### src/rtl/riscv_pkg.sv
`default_nettype none
// ============================================================================
// Module      : riscv_pkg
// Description : Shared execute-stage constants and divider state encoding.
// Revision    : 1.0 - initial release
// ============================================================================
package riscv_pkg;

    localparam int XLEN = 64;

    localparam logic [1:0] IDLE = 2'd0;
    localparam logic [1:0] RUN  = 2'd1;
    localparam logic [1:0] DONE = 2'd2;

    typedef enum logic [1:0] {
        ST_IDLE = IDLE,
        ST_RUN  = RUN,
        ST_DONE = DONE
    } div_state_t;

endpackage : riscv_pkg
`default_nettype wire

### src/rtl/bit_Subtractor.sv
`default_nettype none
// ============================================================================
// Module      : bit_Subtractor
// Description : Unsigned subtractor; borrow is set iff minuend < subtrahend.
// Revision    : 1.0 - initial release
// ============================================================================
module bit_Subtractor #(
    parameter int WIDTH = 64
) (
    input  logic [WIDTH-1:0] i_minuend,
    input  logic [WIDTH-1:0] i_subtrahend,
    output logic [WIDTH-1:0] o_diff,
    output logic             o_borrow
);

    logic [WIDTH:0] w_wide;

    // One extra bit captures the borrow out of the MSB.
    assign w_wide   = {1'b0, i_minuend} - {1'b0, i_subtrahend};
    assign o_diff   = w_wide[WIDTH-1:0];
    assign o_borrow = w_wide[WIDTH];

endmodule : bit_Subtractor
`default_nettype wire

### src/rtl/seq_divider.sv
`default_nettype none
// ============================================================================
// Module      : seq_divider
// Description : Restoring radix-2 divider, one quotient bit per clock, for
//               DIV/DIVU/REM/REMU with a start/busy/done handshake.
// Revision    : 1.0 - initial release
// ============================================================================
module seq_divider
    import riscv_pkg::*;
(
    input  logic            clk,
    input  logic            rst,
    input  logic            start,
    input  logic            signed_op,
    input  logic [XLEN-1:0] dividend,
    input  logic [XLEN-1:0] divisor,
    output logic            busy,
    output logic            done,
    output logic [XLEN-1:0] quotient,
    output logic [XLEN-1:0] remainder,
    output logic            div_by_zero
);

    localparam int                c_CNT_W    = $clog2(XLEN + 1);
    localparam logic [c_CNT_W-1:0] c_CNT_LOAD = c_CNT_W'(XLEN);
    localparam logic [c_CNT_W-1:0] c_CNT_LAST = c_CNT_W'(1);

    div_state_t         r_state;
    div_state_t         w_state_next;
    logic [c_CNT_W-1:0] r_cnt;
    logic [XLEN-1:0]    r_r;
    logic [XLEN-1:0]    r_q;
    logic [XLEN-1:0]    r_dvs;
    logic               r_qneg;
    logic               r_rneg;
    logic [XLEN-1:0]    r_quot;
    logic [XLEN-1:0]    r_rem;
    logic               r_dbz;

    logic [XLEN-1:0]    w_abs_dvd;
    logic [XLEN-1:0]    w_abs_dvs;
    logic               w_dvs_zero;
    logic               w_ovf;
    logic [XLEN-1:0]    w_r_shift;
    logic [XLEN-1:0]    w_diff;
    logic               w_borrow;
    logic               w_accept;
    logic [XLEN-1:0]    w_r_next;
    logic [XLEN-1:0]    w_q_next;

    assign w_abs_dvd  = (signed_op && dividend[XLEN-1]) ? -dividend : dividend;
    assign w_abs_dvs  = (signed_op && divisor[XLEN-1])  ? -divisor  : divisor;
    assign w_dvs_zero = (divisor == '0);

    // {ovf, R', Q'} = {R, Q} << 1; ovf is the 65th remainder bit for huge divisors.
    assign w_ovf     = r_r[XLEN-1];
    assign w_r_shift = {r_r[XLEN-2:0], r_q[XLEN-1]};

    bit_Subtractor #(
        .WIDTH (XLEN)
    ) u_sub (
        .i_minuend    (w_r_shift),
        .i_subtrahend (r_dvs),
        .o_diff       (w_diff),
        .o_borrow     (w_borrow)
    );

    assign w_accept = w_ovf | ~w_borrow;
    assign w_r_next = w_accept ? w_diff : w_r_shift;
    assign w_q_next = {r_q[XLEN-2:0], w_accept};

    always_ff @(posedge clk) begin
        if (rst) begin
            r_state <= ST_IDLE;
        end else begin
            r_state <= w_state_next;
        end
    end

    always_comb begin
        w_state_next = r_state;
        case (r_state)
            ST_IDLE: if (start) w_state_next = w_dvs_zero ? ST_DONE : ST_RUN;
            ST_RUN:  if (r_cnt == c_CNT_LAST) w_state_next = ST_DONE;
            ST_DONE: w_state_next = ST_IDLE;
            default: w_state_next = ST_IDLE;
        endcase
    end

    always_ff @(posedge clk) begin
        if (rst) begin
            r_cnt  <= '0;
            r_r    <= '0;
            r_q    <= '0;
            r_dvs  <= '0;
            r_qneg <= 1'b0;
            r_rneg <= 1'b0;
            r_quot <= '0;
            r_rem  <= '0;
            r_dbz  <= 1'b0;
        end else if (r_state == ST_IDLE && start) begin
            r_dvs  <= w_abs_dvs;
            r_q    <= w_abs_dvd;
            r_r    <= '0;
            r_cnt  <= c_CNT_LOAD;
            r_qneg <= signed_op & (dividend[XLEN-1] ^ divisor[XLEN-1]);
            r_rneg <= signed_op & dividend[XLEN-1];
            if (w_dvs_zero) begin
                r_quot <= '1;
                r_rem  <= dividend;
                r_dbz  <= 1'b1;
            end
        end else if (r_state == ST_RUN) begin
            r_r   <= w_r_next;
            r_q   <= w_q_next;
            r_cnt <= r_cnt - c_CNT_LAST;
            if (r_cnt == c_CNT_LAST) begin
                r_quot <= r_qneg ? -w_q_next : w_q_next;
                r_rem  <= r_rneg ? -w_r_next : w_r_next;
                r_dbz  <= 1'b0;
            end
        end
    end

    assign busy        = (r_state != ST_IDLE);
    assign done        = (r_state == ST_DONE);
    assign quotient    = r_quot;
    assign remainder   = r_rem;
    assign div_by_zero = r_dbz;

endmodule : seq_divider
`default_nettype wire

### config.mk
export PLATFORM = sky130hd
export DESIGN_NAME = seq_divider
export DESIGN_NICKNAME = d
export VERILOG_FILES = /design/src/rtl/riscv_pkg.sv /design/src/rtl/bit_Subtractor.sv /design/src/rtl/seq_divider.sv
export SDC_FILE = /design/constraint.sdc
export NUM_CORES = 1
export LEC_CHECK = 0
export CELL_PAD_IN_SITES_DETAIL_PLACEMENT = 2
export CELL_PAD_IN_SITES_GLOBAL_PLACEMENT = 2
export CORE_ASPECT_RATIO = 0.6
export CORE_UTILIZATION = 36
export DETAILED_ROUTE_END_ITERATION = 6
export PLACE_DENSITY_LB_ADDON = 0.1
export SETUP_SLACK_MARGIN = 0.3
export SLEW_MARGIN = 15
export SYNTH_ARGS = -nofsm -noshare
export SYNTH_HDL_FRONTEND = slang
export SYNTH_SLANG_ARGS = --single-unit
export TNS_END_PERCENT = 50
### constraint.sdc
create_clock -name clk -period 11.5 [get_ports clk]
set_clock_uncertainty 0.05 [all_clocks]
set_input_delay 2.3 -clock clk [delete_from_list [all_inputs] [get_ports clk]]
set_output_delay 2.3 -clock clk [all_outputs]
set_load 0.05 [all_outputs]
# Word level (Yosys, flattened, before mapping)

Index checks and enable logic that the tools add are counted.

Logic and storage cells: 64
Flip-flop bits (word level): 332
Bits of input ports: 132
Output and inout bits: 131

Bitwise logic cells: 5
Eq/ne operators: 6
Muxes and demuxes: 25
Add/subtract/negate cells: 6
Reduce and logical (&&, ||, !) cells: 11

Operator list:

| kind                                              | number |
|---|---|
| two-way mux 64 bit                                | 15 |
| negation 64 bit                                   | 4 |
| subtractor 64 x 64 -> 65 bit                      | 1 |
| logical NOT 64 bit                                | 1 |
| two-way mux 7 bit                                 | 2 |
| == test 7 x 1 -> 1 bit (second input constant)    | 1 |
| subtractor 7 x 1 -> 7 bit (second input constant) | 1 |
| two-way mux 2 bit                                 | 3 |
| != test 2 bit (second input constant)             | 3 |
| nonzero test 2 bit                                | 3 |
| two-way mux 1 bit                                 | 4 |
| one-hot mux 2 bit (2 select lines)                | 1 |
| logical AND 1 bit                                 | 3 |
| AND reduction 3 bit                               | 1 |
| bitwise AND 1 bit                                 | 2 |
| == test 2 x 1 -> 1 bit (second input constant)    | 1 |
| == test 2 bit (second input constant)             | 1 |
| logical NOT 2 bit                                 | 1 |
| AND reduction 2 bit                               | 1 |
| OR reduction 2 bit                                | 1 |
| NOT 1 bit                                         | 1 |
| bitwise OR 1 bit                                  | 1 |
| bitwise XOR 1 bit                                 | 1 |

# Depth between registers and ports, before layout

Gate-level depths: netlist of run 1.

Word-level depth: 9
Depth in mapped cells: 31
Gate-level depth less buffers: 26

# By module

From an unflattened synthesis of run 1, not the netlist that was laid out.

Cells, all modules: 3120
Area total of the unflattened synthesis: 23702.7 µm²

By module, submodules not included:

| module         | area an instance (µm²) | seq. area each (µm²) | cells an instance | instances |
|---|---|---|---|---|
| seq_divider    | 19568.8                | 6646.4               | 2487              | 1 |
| bit_Subtractor | 4134.0                 | 0.0                  | 633               | 1 |

# Worst setup path before layout of run 1

OpenSTA, ideal clock, no wires.

Path type: register to register
Start point: reg r_q[63]
End point: reg r_rem[62], in the netlist remainder[62]
Slack: 5.328 ns
Cell stages (with the launch flop): 28
Period minus slack after synthesis: 6.172 ns
Library setup time: 0.130 ns
Data arrival time: 5.992 ns
Data required time: 11.320 ns
Buffers on the path: 5
Path through: dfxtp_1 -> inv_1 -> ha_1 -> fa_1 -> nand2b_1 -> a21o_1 -> a31o_2 -> o211ai_4 -> a31o_2 -> o211ai_2 -> nand2_1 -> buf_2 -> buf_2 -> buf_2 -> buf_2 -> buf_1 -> nand2_1 -> o21ai_0 -> ha_1 -> nand3b_1 -> nand3b_1 -> nor3_1 -> nand3_1 -> a211o_1 -> or4b_1 -> o31ai_1 -> xnor2_1 -> o22ai_1

Word-level cells in the longest chain between the ends: 9

RTL lines:

| what                         | line                 | text |
|---|---|---|
| start, declared              | seq_divider.sv:32    | `logic [XLEN-1:0] r_q;` |
| start signal, assigned       | seq_divider.sv:103   | `r_q <= w_abs_dvd;` |
| start signal, assigned       | seq_divider.sv:115   | `r_q <= w_q_next;` |
| subtractor 64 x 64 -> 65 bit | bit_Subtractor.sv:19 | `assign w_wide = {1'b0, i_minuend} - {1'b0, i_subtrahend};` |
| NOT 1 bit                    | seq_divider.sv:68    | `assign w_accept = w_ovf \| ~w_borrow;` |
| bitwise OR 1 bit             | seq_divider.sv:68    |  |
| two-way mux 64 bit *         | seq_divider.sv:69    | `assign w_r_next = w_accept ? w_diff : w_r_shift;` |
| negation 64 bit              | seq_divider.sv:119   | `r_rem <= r_rneg ? -w_r_next : w_r_next;` |
| two-way mux 64 bit *         | seq_divider.sv:119   |  |
| two-way mux 64 bit *         | seq_divider.sv:117   | `if (r_cnt == c_CNT_LAST) begin` |
| two-way mux 64 bit *         | seq_divider.sv:113   | `end else if (r_state == ST_RUN) begin` |
| two-way mux 64 bit *         | seq_divider.sv:101   | `end else if (r_state == ST_IDLE && start) begin` |
| end signal, assigned         | seq_divider.sv:110   | `r_rem <= dividend;` |
| end signal, assigned         | seq_divider.sv:119   |  |
| end, declared                | seq_divider.sv:37    | `logic [XLEN-1:0] r_rem;` |

Every way passes the cells marked *; elsewhere a longest branch is shown, timed or not. The select of a mux whose other input is x is not followed.
A chain may end at the register's enable or synchronous reset.

# Worst setup path in the final report of run 1

Start point: in divisor[11]
End point: reg r_rem[48], in the netlist remainder[48]

Word-level cells in the longest chain between the ends: 3

RTL lines:

| what                          | line              | text |
|---|---|---|
| start, declared               | seq_divider.sv:16 | `input logic [XLEN-1:0] divisor,` |
| logical NOT 64 bit            | seq_divider.sv:53 | `assign w_dvs_zero = (divisor == '0);` |
| != test 2 bit (no line)       | --                |  |
| AND reduction 3 bit (no line) | --                |  |

Every way passes these cells.

==> qor.txt, run 1 <==
status: complete, no violations
Final Setup Violations: 0
mux cell area share after synthesis: 0.0187
DRT antenna net count: 0
drt pass-1 iters: 7
Hold Crit Endpoint: remainder[7]$_SDFFE_PP0P_
Post-Place Cells: 4,269
post-DP HPWL: 82,400 um
Avg Cell Area, Syn: 7.36 sq um
vias in the first global route: 27,900
top post-synthesis cells by area: dfxtp_1 27%, nor2_1 8.3%, a211oi_1 7.5%
Worst EP required: 11.91 ns
nets@finish: 3,614
Slew headroom: 0.218
Rows: 73
# Post-CTS Setup Buffers: 0
largest vdd supply drop: 126 uV
Worst Hold Depth: 2
power density over the cells: 192 nW/um^2
post-synthesis compound-gate area fraction: 0.273
filler cell count in the final layout: 7,657
xor and xnor area share after synthesis: 0.103
post-cts sizing count: 0
Initial DRC Count: 1,666
H-tree levels: 2
CTS tree: built
Post-Syn Nets: 3,501
crit end category: register
Ys Warns: 0
Min-Delay Startpoint: remainder[7]$_SDFFE_PP0P_
largest net degree at the start of global routing: 156
Clock Tree Buf Depth: 3
Hold Crit Class: reg2reg
antenna violations before repair: 2
share of cells above drive strength 1: 0.0506
Pwr Total: 5.53 mW
Clk pin slew, worst setup/hold paths: 0.07 ns
Final Instance Count excl. Fillers: 4,338
CP arrival: 7.53 ns
TritonCTS Sinks: 332
multi-input logic area: 16,400 sq um
fin. max-slew vios: 0
Setup Crit Path Kind: in2reg
die extent in y: 203 um
setup_tns: 0 ns
register area share after synthesis: 0.274
die footprint: 68,500 sq um
gr ovfl total: 0
GRT Util Overall: 0.311
register area: 6650 sq um
top cell type by total area after synthesis: dfxtp_1
via count: 26,200
Worst R2R Path Depth: 19
Clock Latency Late Sink: 0.59 ns
ant diodes: 0
Clock Root Buffer: clkbuf_16
WHS: 0.446 ns
top-area cell type share of the netlist area: 0.274
Hold Vio Cnt, Final: 0
number of synthesized register bits: 332
via density per instance: 6.05
FFs w/ async S/R, synth: 0
CTS Buf Count: 40
worst reg2reg path startpoint: r_r[49]$_SDFFE_PP0P_
Starting Density: 0.365
Mapped Area: 24,300 sq um
DRC Markers: 0
Max Clock Freq: 140 MHz
Placer Congestion: 0.896
Worst setup SP type: input pin
largest family of logic cells by synthesized area: compound AO/OA/AOI/OAI gates
final core occ: 0.433
Lkg Pwr: 10.1 nW
CP max FO: 50
measured slew at the worst slew-check pin: 1.16 ns
IO Count: 263
register-to-register setup slack: 4.45 ns
Post-Synth Simple-Gate Area: 0.241
Die W: 337 um
worst reg2reg path endpoint: quotient[54]$_SDFFE_PP0P_
DRT Wirelength: 109,000 um
first-pass GRT wire length: 168,000 um
P&R area growth vs syn: 18.5%
dominant synthesized flop cell: dfxtp_1
core area: 66,400 sq um
# hold bufs at CTS: 0
number of port buffers: 262
Mapped Cells: 3,298
RSZ-0062 raised after global routing: no
number of max-cap violations: 0
clock period minus final worst setup slack: 7.12 ns
drt wl/cell: 25.1 um
number of synthesized flops with an enable pin: 0
Synth Area in Adders: 0.0369
period utilisation layout: 0.619
number of distinct library cells after synthesis: 101
## Yosys cell counts (all sizes together) (7+ instances only)
library cell and instances:
nor3 127, nand2b 30, a211oi 250, and2 21, o21ai 162, nand3b 13
nand4 33, nor2b 9, clkbuf 170, o41ai 23, xor2 133, a31oi 23
dfxtp 332, xnor2 152, and4 10, a21o 21, nor4 46, and3 15
a21boi 7, mux2i 43, o221a 12, o22ai 11, a311oi 18, o21a 17
a2111oi 19, nor2 539, or2 14, inv 97, a21oi 283, or4 25
or3 61, buf 56, o31a 14, o211ai 20, nand3 45, ha 70
o31ai 47, nand2 248
## metrics by stage
step / instance area [sq um] / worst slack, ns
final: 28800 / 4.38
after global routing: 28800 / 4.06
after CTS: 28800 / 4.42
after detailed placement: 27400 / 3.83
after global placement: 27400 / 4.17
after floorplan: 24300 / 5.33
## sequential cells by signal, indices dropped and copies added, names as in the netlist
signal	flops
quotient	64
r_dvs	64
r_q	64
r_r	64
remainder	64
r_cnt	7
r_state	2
div_by_zero	1
r_qneg	1
r_rneg	1
## cell families (layout without fill, tap and decap cells)
family	after synthesis	after routing
xor+xnor	285	285
fa+ha+maj	71	71
compound gates	985	985
mux	45	45
buf+inv	326	466
simple gates	1254	1254
flops	332	332
## critical path, cell delays in order
cell	delay [ns]
clkdlybuf4s50_1	0.50
or4_1	0.59
or3_1	0.39
nor3_1	0.22
nand2b_1	0.14
nor3_1	0.21
nand2b_1	0.33
nor3_1	0.32
nand2_1	0.10
nor3_2	0.17
buf_4	0.49
or2_2	0.59
buf_4	0.60
nor2_1	0.10
a2111oi_0	0.40
## power breakdown
part	internal, mW	switching (mW)
logic	0.923	1.87
registers	1.25	0.136
clock network	0.776	0.582
total	2.95	2.58
## layout make-up
type	count	share of cell area
Multi-Input combinational cell	2640	0.570
Clock buffer	52	0.0389
Sequential cell	332	0.231
Tap cell	900	0.0392
Timing Repair Buffer	297	0.101
Clock inverter	17	0.00709
Inverter	100	0.0131
## worst max-delay path by stage
stage                                     from                    endpoint  slack [ns]  cells past startpoint
after floorplan           r_q[63]$_SDFFE_PP0P_  remainder[62]$_SDFFE_PP0P_        5.33                     27
after global placement             divisor[11]  remainder[48]$_SDFFE_PP0P_        4.17                     15
after detailed placement           divisor[11]  remainder[36]$_SDFFE_PP0P_        3.83                     15
after CTS                          divisor[11]  remainder[36]$_SDFFE_PP0P_        4.42                     15
after global routing               divisor[11]  remainder[36]$_SDFFE_PP0P_        4.06                     15
final                              divisor[11]  remainder[48]$_SDFFE_PP0P_        4.38                     15
## layout by cell type, fill, tap and decap left out, types with 96 or more instances in the layout
cell type | netlist | routed
clkdlybuf4s50_1 | 0 | 261
nand2_1 | 247 | 244
inv_1 | 96 | 96
xor2_1 | 133 | 133
a21oi_1 | 276 | 276
nor3_1 | 126 | 125
dfxtp_1 | 332 | 331
o21ai_0 | 137 | 137
xnor2_1 | 152 | 152
nor2_1 | 538 | 537
a211oi_1 | 243 | 243
## routing by layer
metal / global-route usage / up-vias / wire [um]
li1: - / 12200 / -
met1: 0.431 / 13400 / 52200
met2: 0.513 / 542 / 50300
met3: 0.0308 / 138 / 3860
met4: 0.0821 / 0 / 2550
met5: 0 / - / 0
(Power assumes the default switching activity.)
==> run 2, diff against run 1 <==
--- a/config.mk
+++ b/config.mk
@@ -8,7 +8,7 @@
 export CELL_PAD_IN_SITES_DETAIL_PLACEMENT = 2
 export CELL_PAD_IN_SITES_GLOBAL_PLACEMENT = 2
 export CORE_ASPECT_RATIO = 0.6
-export CORE_UTILIZATION = 36
+export CORE_UTILIZATION = 30
 export DETAILED_ROUTE_END_ITERATION = 6
 export PLACE_DENSITY_LB_ADDON = 0.1
 export SETUP_SLACK_MARGIN = 0.3
==> constraint.sdc (replaced) <==
create_clock -name clk -period 6.2 [get_ports clk]
set_clock_uncertainty 0.05 [all_clocks]
set_input_delay 1.24 -clock clk [delete_from_list [all_inputs] [get_ports clk]]
set_output_delay 1.24 -clock clk [all_outputs]
set_load 0.05 [all_outputs]
==> run 2 against run 1 <==
The flow now finishes with violations (DRC). Final area rose by 3.5%. Setup slack got worse by 3.9 ns. Sequential share of layout area fell by 0.78 points. Cell count rose by 5.8%. Die area rose by 20%. Sequential power rose by 84%. Critical path type is now reg2reg. Highest routed layer unchanged.
==> qor.txt, run 2 (synthesis results as in run 1) <==
post-DP HPWL: 87,800 um (+6.5%)
switch share: 0.465 (-0.00151)
CP arrival: 6.17 ns (-1.36 ns)
WHS: 0.428 ns (-0.0173 ns)
antenna violations before repair: 4 (+2)
DRC Markers: 54 (+54)
RSZ-0062 raised after global routing: yes
TritonCTS Sinks: 332 (unchanged)
Clock Latency Late Sink: 0.60 ns (about the same)
Worst EP required: 6.63 ns (-5.28 ns)
Hold Crit Class: reg2reg
nets@finish: 3,696 (+2.3%)
GRT Util Overall: 0.269 (-0.0423)
Worst Slack Setup Final: 0.459 ns (-3.92 ns)
Post-Place Cells: 4,512 (+5.7%)
vias in the first global route: 27,900 (+0.043%)
Rows: 80 (+9.6%)
CTS Buf Count: 40 (unchanged)
CP max FO: 7 (-86%)
number of max-cap violations: 0 (unchanged)
clock group share of total power: 0.235 (-0.010)
IO Count: 263 (unchanged)
Setup Crit Path Kind: reg2reg
die footprint: 82,000 sq um (+20%)
drt wl/cell: 24.6 um (-1.8%)
P&R area growth vs syn: 22.7%
Final Setup Violations: 0 (unchanged)
clock period minus final worst setup slack: 5.74 ns
H-tree levels: 2 (unchanged)
drt pass-1 iters: 7 (unchanged)
Clock Tree Buf Depth: 3 (unchanged)
largest vdd supply drop: 244 uV (+94%)
DRT Wirelength: 113,000 um (+3.9%)
failing checks: DRC
via density per instance: 5.73 (-5.3%)
die extent in y: 222 um (+9.4%)
fin. max-slew vios: 0 (unchanged)
part of the power in registers: 0.242 (-0.009)
power density over the cells: 355 nW/um^2 (+85%)
cell internal pwr: 5.65 mW (+92%)
Clk pin slew, worst setup/hold paths: 0.06 ns (about the same)
number of port buffers: 262 (unchanged)
setup_tns: 0 ns (unchanged)
Die W: 369 um (+9.5%)
Initial DRC Count: 1,634 (-1.9%)
measured slew at the worst slew-check pin: 1.34 ns (+0.176 ns)
gr ovfl total: 0 (unchanged)
Starting Density: 0.304 (-0.0613)
largest net degree at the start of global routing: 117 (-25%)
Hold Vio Cnt, Final: 0 (unchanged)
CTS tree: built
Place WS: 0.161 ns (-3.66 ns)
Psw: 4.92 mW (+90%)
period utilisation layout: 0.926
first-pass GRT wire length: 172,000 um (+2.6%)
Final Instance Count excl. Fillers: 4,591 (+5.8%)
Clock Root Buffer: clkbuf_16
core area: 79,800 sq um (+20%)
Worst setup SP type: register
Placer Congestion: 0.930 (+3.7%)
Lkg Pwr: 10.5 nW (+4.4%)
via count: 26,300 (+0.24%)
share of cells above drive strength 1: 0.0770 (+0.0264)
Max Clock Freq: 174 MHz
most common cell after layout, fill and taps aside: nor2_1
crit end category: register
Slew headroom: 0.101 (-0.117)
DRT antenna net count: 0 (unchanged)
Comb pwr share: 0.523 (+0.019)
status: finished, violations left
most frequent cells in the layout: 534 x nor2_1, 330 x dfxtp_1, 276 x a21oi_1
-- run 2: cell types whose count changed in the layout (fill, tap and decap cells not counted), sizes merged --
cell	before	now
diode	0	6
inv	99	98
clkbuf	53	57
clkinvlp	3	0
buf	35	117
bufinv	4	3
-- run 2: cell type report --
type / instances / area, sq um
Clock buffer: 56 / 1150
Antenna cell: 6 / 15.0
Sequential cell: 332 / 6650
Multi-Input combinational cell: 2640 / 16500
Timing Repair Buffer: 379 / 3600
Fill cell: 9121 / 50000
Inverter: 100 / 375
Tap cell: 1066 / 1330
Clock inverter: 12 / 150
-- run 2: path summary, 6_finish.rpt --
kind | startpoint | slack, ns | to | cells past startpoint
worst max-delay path | r_q[63]$_SDFFE_PP0P_ | 0.46 | remainder[56]$_SDFFE_PP0P_ | 26
worst min-delay path | r_qneg$_SDFFE_PP0P_ | 0.43 | r_qneg$_SDFFE_PP0P_ | 2
worst max register to register | r_q[63]$_SDFFE_PP0P_ | 0.46 | remainder[56]$_SDFFE_PP0P_ | 26
worst min register to register | r_qneg$_SDFFE_PP0P_ | 0.43 | r_qneg$_SDFFE_PP0P_ | 2
-- run 2: power groups by stage --
stage | logic [mW] | clock network, mW | registers (mW)
floorplan | 3.41 | 0 | 2.63
global placement | 5.22 | 0 | 2.59
detailed placement | 5.38 | 0 | 2.60
CTS | 5.42 | 2.56 | 2.56
global route | 5.96 | 2.64 | 2.58
finish | 5.53 | 2.49 | 2.56
-- run 2: critical path, cell delays in order, from the launching register on --
cell and delay, ns:
dfxtp_1 0.33, inv_1 0.06, ha_1 0.22, fa_2 0.35, nand2b_1 0.17, a21o_1 0.24
a31o_4 0.27, o211ai_4 0.30, a31o_4 0.21, o211ai_2 0.13, nand2_4 0.18, nand2_1 0.09
o21ai_2 0.07, ha_2 0.23, buf_4 0.12, nand3b_1 0.09, nand3b_1 0.38, buf_4 0.25
nor4_2 0.15, buf_4 0.16, a31oi_2 0.15, buf_4 0.20, or4_4 0.53, nor4_1 0.28
buf_4 0.17, mux2i_1 0.17, a211oi_1 0.06
-- run 2: repair_timing --
item	in CTS	in global routing
hold buffers	0	0
gates resized for setup	0	19
endpoints found under the setup margin	0	20
buffers inserted	0	4
-- run 2: metrics by stage --
stage,area (sq um),total power [mW],utilization
2_1_floorplan,24300,6.04,-
3_3_place_gp,28300,7.81,0.355
3_5_place_dp,28300,7.98,0.355
4_1_cts,29600,10.5,0.371
5_1_grt,29700,11.2,0.373
6_report,29800,10.6,0.373
-- run 2: per-layer routing --
layer	vias up	wire length (um)	global-route usage	share of wire
met5	-	0	0	0
met4	0	2450	0.0668	0.022
li1	12300	-	-	-
met2	471	50500	0.428	0.45
met1	13400	55300	0.375	0.49
met3	127	4840	0.0445	0.043
